--- src/rtl/ahb_pkg.sv ---
// ahb_pkg: shared AHB master constants.
// HTRANS/HBURST codes, FSM states, 1KB boundary.
package ahb_pkg;

  localparam logic [1:0] HTRANS_IDLE   = 2'd0;
  localparam logic [1:0] HTRANS_BUSY   = 2'd1;
  localparam logic [1:0] HTRANS_NONSEQ = 2'd2;
  localparam logic [1:0] HTRANS_SEQ    = 2'd3;

  localparam logic [2:0] HBURST_SINGLE = 3'd0;
  localparam logic [2:0] HBURST_INCR   = 3'd1;
  localparam logic [2:0] HBURST_WRAP4  = 3'd2;
  localparam logic [2:0] HBURST_INCR4  = 3'd3;
  localparam logic [2:0] HBURST_WRAP8  = 3'd4;
  localparam logic [2:0] HBURST_INCR8  = 3'd5;
  localparam logic [2:0] HBURST_WRAP16 = 3'd6;
  localparam logic [2:0] HBURST_INCR16 = 3'd7;

  localparam logic [2:0] ST_IDLE  = 3'd0;
  localparam logic [2:0] ST_ADDR  = 3'd1;
  localparam logic [2:0] ST_BURST = 3'd2;
  localparam logic [2:0] ST_LAST  = 3'd3;
  localparam logic [2:0] ST_ERR1  = 3'd4;
  localparam logic [2:0] ST_ERR2  = 3'd5;

  // INCR bursts may not cross a 2**KB_SHIFT byte boundary
  localparam int KB_SHIFT = 10;

  function automatic logic is_wrap(input logic [2:0] b);
    return (b == HBURST_WRAP4) ||
           (b == HBURST_WRAP8) ||
           (b == HBURST_WRAP16);
  endfunction

endpackage

--- src/rtl/ahb_burst_addr_gen.sv ---
// ahb_burst_addr_gen: next burst address and beat count.
// Handles wrap masking and flags 1KB crossings on INCR.
module ahb_burst_addr_gen
  import ahb_pkg::*;
#(
  parameter int AW = 32
) (
  input  logic [AW-1:0] addr,
  input  logic [2:0]    size,
  input  logic [2:0]    burst,
  input  logic [3:0]    len,
  output logic [AW-1:0] next_addr,
  output logic [4:0]    beats,
  output logic          cross_1k
);

  logic [AW-1:0] one;
  logic [AW-1:0] incr;
  logic [AW-1:0] sum;
  logic [AW-1:0] wmask;
  logic          wrap;

  assign one = {{(AW-1){1'b0}}, 1'b1};

  // beats per burst type; INCR uses the requested length
  always_comb begin
    beats = 5'd1;
    unique case (burst)
      HBURST_INCR:   beats = {1'b0, len} + 5'd1;
      HBURST_WRAP4,
      HBURST_INCR4:  beats = 5'd4;
      HBURST_WRAP8,
      HBURST_INCR8:  beats = 5'd8;
      HBURST_WRAP16,
      HBURST_INCR16: beats = 5'd16;
      default:       beats = 5'd1;
    endcase
  end

  // wrap keeps the upper bits, increments inside the window
  always_comb begin
    wrap      = is_wrap(burst);
    incr      = one << size;
    sum       = addr + incr;
    wmask     = (AW'(beats) << size) - one;
    next_addr = sum;
    if (wrap)
      next_addr = (addr & ~wmask) | (sum & wmask);
    cross_1k  = !wrap &&
      ((next_addr >> KB_SHIFT) != (addr >> KB_SHIFT));
  end

endmodule

--- src/rtl/ahb_master_if.sv ---
// ahb_master_if: command/beat to AHB master bridge.
// Optional BUSY insertion under macro AHB_BUSY_EN.
module ahb_master_if
  import ahb_pkg::*;
#(
  parameter int AHB_DATA_WIDTH   = 32,
  parameter int AHB_ADDR_WIDTH   = 32,
  parameter int AHB_WAIT_TIMEOUT = 6
) (
  input  logic                      ahb_clk_in,
  input  logic                      ahb_rst_in,
  input  logic                      cmd_valid_in,
  output logic                      cmd_ready_out,
  input  logic [AHB_ADDR_WIDTH-1:0] cmd_addr_in,
  input  logic                      cmd_write_in,
  input  logic [2:0]                cmd_size_in,
  input  logic [2:0]                cmd_burst_in,
  input  logic [3:0]                cmd_len_in,
  input  logic [AHB_DATA_WIDTH-1:0] beat_wdata_in,
  input  logic                      beat_wvalid_in,
  output logic                      beat_wready_out,
  output logic [AHB_DATA_WIDTH-1:0] beat_rdata_out,
  output logic                      beat_rvalid_out,
  output logic                      done_out,
  output logic                      error_out,
  output logic [AHB_ADDR_WIDTH-1:0] ahb_addr_out,
  output logic [2:0]                ahb_burst_out,
  output logic [2:0]                ahb_size_out,
  output logic [1:0]                ahb_trans_out,
  output logic                      ahb_write_out,
  output logic [AHB_DATA_WIDTH-1:0] ahb_wdata_out,
  input  logic [AHB_DATA_WIDTH-1:0] ahb_rdata_in,
  input  logic                      ahb_ready_in,
  input  logic                      ahb_resp_in
);

  localparam int AW = AHB_ADDR_WIDTH;
  localparam int TW = $clog2(AHB_WAIT_TIMEOUT + 1);
  localparam logic [2:0] MAX_SIZE =
    3'($clog2(AHB_DATA_WIDTH / 8));

  logic [2:0]    state;
  logic [1:0]    trans_q;
  logic [3:0]    len_q;
  logic [4:0]    beats_left;
  logic          dp_active;
  logic          dp_write;
  logic [TW-1:0] wait_cnt;

  logic [AW-1:0] g_addr;
  logic [2:0]    g_size;
  logic [2:0]    g_burst;
  logic [3:0]    g_len;
  logic [AW-1:0] next_addr;
  logic [4:0]    beats;
  logic          cross_1k;

  logic [AW-1:0] one;
  logic [AW-1:0] align_mask;
  logic          cmd_bad;
  logic          accept;
  logic          active;
  logic          hold;
  logic          addr_acc;
  logic          dp_done;
  logic          err_first;
  logic          tmo;

  // command fields feed the generator until accepted
  assign g_addr  = (state == ST_IDLE) ? cmd_addr_in
                                      : ahb_addr_out;
  assign g_size  = (state == ST_IDLE) ? cmd_size_in
                                      : ahb_size_out;
  assign g_burst = (state == ST_IDLE) ? cmd_burst_in
                                      : ahb_burst_out;
  assign g_len   = (state == ST_IDLE) ? cmd_len_in
                                      : len_q;

  ahb_burst_addr_gen #(
    .AW (AW)
  ) u_gen (
    .addr      (g_addr),
    .size      (g_size),
    .burst     (g_burst),
    .len       (g_len),
    .next_addr (next_addr),
    .beats     (beats),
    .cross_1k  (cross_1k)
  );

  assign one        = {{(AW-1){1'b0}}, 1'b1};
  assign align_mask = (one << cmd_size_in) - one;
  assign cmd_bad    = (cmd_size_in > MAX_SIZE) ||
                      ((cmd_addr_in & align_mask) != '0);

  assign cmd_ready_out = !ahb_rst_in &&
                         (state == ST_IDLE) && !done_out;
  assign accept = cmd_valid_in && cmd_ready_out;

`ifdef AHB_BUSY_EN
  assign hold = ahb_write_out && !beat_wvalid_in &&
                trans_q[1];
`else
  logic unused_wvalid;
  assign unused_wvalid = beat_wvalid_in;
  assign hold = 1'b0;
`endif

  // stalled SEQ shows as BUSY, stalled NONSEQ as IDLE
  assign ahb_trans_out = !hold ? trans_q :
    ((trans_q == HTRANS_SEQ) ? HTRANS_BUSY : HTRANS_IDLE);

  assign addr_acc  = ahb_ready_in && trans_q[1] && !hold;
  assign dp_done   = ahb_ready_in && dp_active;
  assign err_first = dp_active && !ahb_ready_in &&
                     ahb_resp_in;
  assign active    = (state == ST_ADDR) ||
                     (state == ST_BURST) ||
                     (state == ST_LAST) ||
                     (state == ST_ERR1);
  assign tmo       = active && !ahb_ready_in &&
    (wait_cnt == TW'(AHB_WAIT_TIMEOUT - 1));

  assign beat_wready_out = addr_acc && ahb_write_out;

  // consecutive wait-state counter
  always_ff @(posedge ahb_clk_in or posedge ahb_rst_in) begin
    if (ahb_rst_in)
      wait_cnt <= '0;
    else if (!active || ahb_ready_in)
      wait_cnt <= '0;
    else
      wait_cnt <= wait_cnt + TW'(1);
  end

  // capture read data on each OKAY read data phase
  always_ff @(posedge ahb_clk_in or posedge ahb_rst_in) begin
    if (ahb_rst_in) begin
      beat_rdata_out  <= '0;
      beat_rvalid_out <= 1'b0;
    end else begin
      beat_rvalid_out <= 1'b0;
      if (dp_done && !dp_write && !ahb_resp_in) begin
        beat_rdata_out  <= ahb_rdata_in;
        beat_rvalid_out <= 1'b1;
      end
    end
  end

  // transfer sequencing, burst addressing and completion
  always_ff @(posedge ahb_clk_in or posedge ahb_rst_in) begin
    if (ahb_rst_in) begin
      state         <= ST_IDLE;
      trans_q       <= HTRANS_IDLE;
      len_q         <= '0;
      beats_left    <= '0;
      dp_active     <= 1'b0;
      dp_write      <= 1'b0;
      done_out      <= 1'b0;
      error_out     <= 1'b0;
      ahb_addr_out  <= '0;
      ahb_burst_out <= '0;
      ahb_size_out  <= '0;
      ahb_write_out <= 1'b0;
      ahb_wdata_out <= '0;
    end else begin
      done_out  <= 1'b0;
      error_out <= 1'b0;
      case (state)
        ST_IDLE: begin
          if (accept && cmd_bad) begin
            done_out  <= 1'b1;
            error_out <= 1'b1;
          end else if (accept) begin
            ahb_addr_out  <= cmd_addr_in;
            ahb_write_out <= cmd_write_in;
            ahb_size_out  <= cmd_size_in;
            ahb_burst_out <= cmd_burst_in;
            len_q         <= cmd_len_in;
            beats_left    <= beats - 5'd1;
            trans_q       <= HTRANS_NONSEQ;
            state         <= ST_ADDR;
          end
        end
        ST_ADDR, ST_BURST, ST_LAST: begin
          if (err_first) begin
            trans_q   <= HTRANS_IDLE;
            dp_active <= 1'b0;
            state     <= ST_ERR1;
          end else if (tmo) begin
            trans_q   <= HTRANS_IDLE;
            dp_active <= 1'b0;
            done_out  <= 1'b1;
            error_out <= 1'b1;
            state     <= ST_IDLE;
          end else begin
            if (dp_done)
              dp_active <= 1'b0;
            if (addr_acc) begin
              dp_active <= 1'b1;
              dp_write  <= ahb_write_out;
              if (ahb_write_out)
                ahb_wdata_out <= beat_wdata_in;
              if (beats_left != 5'd0) begin
                ahb_addr_out <= next_addr;
                trans_q      <= cross_1k ? HTRANS_NONSEQ
                                         : HTRANS_SEQ;
                beats_left   <= beats_left - 5'd1;
                state        <= ST_BURST;
              end else begin
                trans_q <= HTRANS_IDLE;
                state   <= ST_LAST;
              end
            end
            if ((state == ST_LAST) && dp_done) begin
              done_out <= 1'b1;
              state    <= ST_IDLE;
            end
          end
        end
        ST_ERR1: begin
          if (ahb_ready_in) begin
            done_out  <= 1'b1;
            error_out <= 1'b1;
            state     <= ST_ERR2;
          end else if (tmo) begin
            done_out  <= 1'b1;
            error_out <= 1'b1;
            state     <= ST_IDLE;
          end
        end
        ST_ERR2: state <= ST_IDLE;
        default: state <= ST_IDLE;
      endcase
    end
  end

endmodule

--- config.mk ---
export PLATFORM = sky130hd
export DESIGN_NAME = ahb_master_if
export DESIGN_NICKNAME = d
export VERILOG_FILES = /design/src/rtl/ahb_pkg.sv /design/src/rtl/ahb_burst_addr_gen.sv /design/src/rtl/ahb_master_if.sv
export SDC_FILE = /design/constraint.sdc
export NUM_CORES = 1
export LEC_CHECK = 0
export CAP_MARGIN = 5
export CORE_MARGIN = 2
export CORE_UTILIZATION = 40
export CTS_CLUSTER_SIZE = 25
export DETAILED_ROUTE_END_ITERATION = 16
export GPL_TIMING_DRIVEN = 0
export PLACE_DENSITY = 0.68
export SKIP_CTS_REPAIR_TIMING = 1
export SYNTH_ARGS = -nofsm -noshare
export SYNTH_HDL_FRONTEND = slang
export SYNTH_SLANG_ARGS = --single-unit
--- constraint.sdc ---
create_clock -name ahb_clk_in -period 10.55 [get_ports ahb_clk_in]
set_input_delay 2.11 -clock ahb_clk_in [delete_from_list [all_inputs] [get_ports ahb_clk_in]]
set_output_delay 2.11 -clock ahb_clk_in [all_outputs]
set_load 0.1 [all_outputs]
==> impl_metrics.yaml <==
sta:
  setup_viol: 0
  max_freq_ghz: 0.151
  worstMarginPinSlew_ns: 1.16
  setup_tns_ns: 0
  finalClockSkew_ns: 0.0137
  finalCritPeriodShare_pct: 62.7
  finalCriticalPeriod_ns: 6.62
  slew_headroom_pct: 20.3
  rsz0062_at_grt: "no"
  final_max_slew_viol_count: 0
  fin_ws_ns: 3.93
  hold_viol: 0
detailed_routing:
  wl_per_cell_um: 20.7
  routed-via-count: 7852
  drc: 0
  viasPerCell: 5.73
  dr.pass1.iters: 5
  drt_iter0_drc: 736
  routed_wl_mm: 28.4
  drtAntennaViolNets: 0
clock_network:
  cts_sinks: 125
  insertion_delay_ns: 0.43
  cts_tree: "yes"
  cts_buffer_depth: 2
  numCtsBuffers: 17
  clkTransAtPathRegs_ns: 0.06
  cts_max_level: 4
  clock-root-buffer: "clkbuf_16"
run_status:
  outcome: "complete, no violations"
synth:
  synth_top_flop_cell: "dfrtp_1"
  synth_cells: 857
  ys_seq_elements: 125
  async_reset_ff_share_pct: 100
  ys_types: 80
  syn_avg_cell_area_um2: 9.19
  synth_edf_count: 0
  ys_warn_count: 0
  mappedNetlistArea_mm2: 0.00787
  synth_seq_area_share_pct: 39.7
  syn-num-nets: 987
finish:
  diodes: 0
  final_common_cell: "clkdlybuf4s50_1"
  fin_util_pct: 56.6
  num-nets-final: 1223
  drive_gt1_share_pct: 14.6
  fin_cells: 1371
  areaGrowthSynthToFinish_pct: 39.4
  layout_common_cells: "clkdlybuf4s50_1, nand2_1, dfrtp_1, mux2_2, nor2_1"
grt:
  globalRouteTotalUtil_pct: 27.7
  gr-total-overflow: 0
  grt_pass1_vias: 7723
  grt_max_degree: 87
  antenna_found_initial: 0
  grt_pass1_wl_mm: 43.5
worst_setup_path:
  startpoint: "cmd_size_in[1]"
  slowest_delay_ns: 0.69
  r2r-start: "state[2]"
  start_kind: "input pin"
  path_class: "in -> reg"
  crit_top_cell: "o21ai_0"
  cp_slowest_cell: "a211oi_1"
  arrival_ns: 6.92
  end_kind: "register"
  crit_required_ns: 10.85
  cp_max_fo: 10
  cp_cell_sequence: "clkdlybuf4s50_1 -> mux2i_1 -> buf_2 -> nand2_1 -> nor2_1 -> ha_1 -> inv_1 -> fa_1 -> nor2b_1 -> o21ai_0 -> a21boi_0 -> o21ai_0 -> a21boi_0 -> o21ai_0 -> a211oi_1 -> nand2_1 -> o32ai_1 -> a21oi_1"
floorplan:
  pin_count: 223
  fp.dieH_um: 144
  die_w_um: 144
  start_util_pct: 40.6
  core_mm2: 0.0194
  die-area_mm2: 0.0208
  num_rows: 51
placement:
  io_buffers: 216
  dp_slack_ns: 3.69
  place_inst: 1339
  hpwlAfterDp_mm: 21.0
  gp_congestion: 0.979
worst_hold_path:
  hp-class: "reg -> reg"
  worstHoldStart: "wait_cnt[0]"
flow_run:
  cap_violations: 0
==> sequential cells by signal, indices dropped and copies added, names as in the netlist <==
name             count
done_out             1
ahb_wdata_out       32
ahb_write_out        1
ahb_addr_out        32
len_q                4
dp_active            1
ahb_size_out         3
beat_rdata_out      32
beat_rvalid_out      1
error_out            1
beats_left           5
dp_write             1
ahb_trans_out        2
ahb_burst_out        3
state                3
wait_cnt             3
==> routing by layer <==
layer / track usage, % / vias to the layer above / share of wire [%]
li1: - / 3597 / -
met1: 35.5 / 3720 / 40
met2: 44.3 / 472 / 46
met3: 8.21 / 63 / 11
met4: 10.3 / 0 / 2.8
met5: 0 / - / 0
==> synthesized netlist by cell type (13+ instances only) <==
cell type,number,area [um2]
mux2_2,77,867
ha_1,16,200
nand2_1,130,488
nand3_1,31,155
mux2i_1,16,160
o21ai_0,45,225
nor2_1,68,255
inv_1,21,78.8
buf_2,14,70.1
clkbuf_1,25,93.8
nor3_1,13,65.1
dfrtp_1,125,3130
a31oi_1,20,125
a21oi_1,55,275
==> through the flow <==
step | hold slack, ns | cell area [um2]
global placement | 0.454 | 10400
CTS | 0.470 | 11000
global route | 0.487 | 11000
detailed placement | 0.462 | 10400
finish | 0.469 | 11000
floorplan | 0.437 | 7870
==> layout make-up <==
class                      instances  area, um2
fill                            1774       8420
tap                              265        332
buffer                            49        231
inverter                          22       87.6
clock inverter                    15        151
sequential                       125       3130
clock buffer                      17        425
timing repair buffer             217       2190
multi-input combinational        661       4430
==> cells by family (layout without fill, tap and decap cells) <==
family | after synthesis | after routing | share of synthesized area [%]
compound gates | 229 | 229 | 20.5
fa+ha+maj | 17 | 17 | 2.80
mux | 93 | 93 | 13.0
xor+xnor | 12 | 12 | 1.34
buf+inv | 71 | 320 | 3.99
simple gates | 310 | 310 | 18.6
flops | 125 | 125 | 39.7
==> critical path: cells and delay by family <==
family | cells | cell delay, ns
AO/OA/AOI/OAI | 8 | 2.33
adder cells (fa/ha/maj) | 2 | 0.56
buffers and inverters | 3 | 0.95
multiplexers | 1 | 0.39
AND/OR/NAND/NOR | 4 | 0.57
==> worst paths after layout <==
kind	endpoint	slack [ns]	depth (start not counted)
max	ahb_addr_out[18]	3.93	18
min	wait_cnt[0]	0.47	1
max reg2reg	ahb_addr_out[27]	3.94	24
min reg2reg	wait_cnt[0]	0.47	1
max in group asynchronous	ahb_burst_out[1]	7.63	3
min in group asynchronous	ahb_addr_out[17]	2.16	2
Power is left out: the tool's default activity adds up to more than one toggle a clock period on the data nets, which glitch-free logic cannot reach.
==> RTL change: new RTL, same flow settings <==
Reset style: synchronous (`ahb_rst_in`), changed in 3 clocked blocks.
--- a/src/rtl/ahb_master_if.sv
+++ b/src/rtl/ahb_master_if.sv
@@ -124,7 +124,7 @@
   assign beat_wready_out = addr_acc && ahb_write_out;
 
   // consecutive wait-state counter
-  always_ff @(posedge ahb_clk_in or posedge ahb_rst_in) begin
+  always_ff @(posedge ahb_clk_in) begin
     if (ahb_rst_in)
       wait_cnt <= '0;
     else if (!active || ahb_ready_in)
@@ -134,7 +134,7 @@
   end
 
   // capture read data on each OKAY read data phase
-  always_ff @(posedge ahb_clk_in or posedge ahb_rst_in) begin
+  always_ff @(posedge ahb_clk_in) begin
     if (ahb_rst_in) begin
       beat_rdata_out  <= '0;
       beat_rvalid_out <= 1'b0;
@@ -148,7 +148,7 @@
   end
 
   // transfer sequencing, burst addressing and completion
-  always_ff @(posedge ahb_clk_in or posedge ahb_rst_in) begin
+  always_ff @(posedge ahb_clk_in) begin
     if (ahb_rst_in) begin
       state         <= ST_IDLE;
       trans_q       <= HTRANS_IDLE;
Formal check against the unedited RTL: differs if ahb_rst_in is asserted again (counterexample within 4 cycles, from zero or initial values and one cycle with ahb_rst_in high); with ahb_rst_in held inactive, the same outputs for 4 cycles.
==> RTL change against the original RTL <==
- die area decreased by 2.4%
- core utilization increased by 0.49 points
- cell area decreased by 2.4%
- sequential cell count unchanged
- worst hold slack got worse by 17 ps
- routed wire length increased by 3.2%
- worst setup slack improved by 430 ps
- synthesized area decreased by 2.4%
- highest routed layer unchanged
==> RTL change: results (changes against the original RTL) <==
metric,value,unit,change
status,finished clean,,
yosysSeqAreaShare,32.6,%,-7.2 points
reg2reg_slack,4620,ps,+680 ps
synth-xor-area-share,1.37,%,+0.033 points
hold_end,ahb_wdata_out[31],,
drtAntennaViolNets,0,,unchanged
async_flop_share,0,%,-100 points
worstMarginPinSlew,1230,ps,+66.3 ps
synth_compound_area_share,24.4,%,+3.9 points
finClkSkew,11.0,ps,-2.65 ps
hold_depth,2,,+1
layout-drive-gt1-share,5.65,%,-8.9 points
synth_cells,1061,,+24%
drt_iter0_drc,776,,+5.4%
place_ws,4060,ps,+377 ps
dp.cells,1512,,+13%
dpl.hpwl,22000,µm,+4.8%
critical_path_arrival,6480,ps,-440 ps
io_buffer_count,217,,+0.46%
wl_per_cell,19.0,µm,-8.4%
placed_area,10100,µm²,-2.4%
r2r-start,state[2],,
synth.area.top_cells,"dfxtp_1, nand2_1, a21oi_1, nor2_1, mux2i_1",,
rr_worst_depth,18,,-25%
grt_util_all_layers,28.3,%,+0.69 points
ys_types,81,,+1.3%
synth.area.mux_share,4.77,%,-8.3 points
grt_pass1_wl,45000,µm,+3.3%
synthFlopType,dfxtp_1,,
synth_common_cells,"nand2_1, a21oi_1, dfxtp_1, nor2_1, clkbuf_1",,
drt-met1-wl,12100,µm,+6.5%
wl_met2,12900,µm,-0.48%
routed_wl,29300,µm,+3.2%
synthAdderAreaFrac,2.87,%,+0.070 points
RTL change: changes by cell type in the layout (fill, tap and decap cells not counted), sizes merged, moves of 29 or more:
cell / change
nor2: +31
nand2: +106
dfxtp: +125
dfrtp: -125
clkbuf: +29
a21oi: +68
mux2: -72
RTL change: worst max-delay path by stage:
stage	slack, ps	end	cells after the start
after floorplan	4880	cmd_ready_out	2
after global placement	4050	ahb_addr_out[28]	13
after detailed placement	4060	ahb_addr_out[28]	13
after CTS	4480	ahb_addr_out[28]	13
after global routing	4080	ahb_addr_out[29]	15
final	4360	ahb_addr_out[28]	13
RTL change: cell type report:
cell class                      count  area [µm²]
Sequential cell                   125        2500
Tap cell                          234         293
Buffer                             73         325
Fill cell                        1797        8060
Multi-Input combinational cell    847        4790
Inverter                           16        60.1
Clock inverter                     14         136
Clock buffer                       18         429
Timing Repair Buffer              217        2170
RTL change: routing by layer:
layer  vias up  track usage, %
met5         -               0
met4         0            13.1
met3        95            7.87
met2       498            42.4
met1      4081            37.9
li1       4249               -
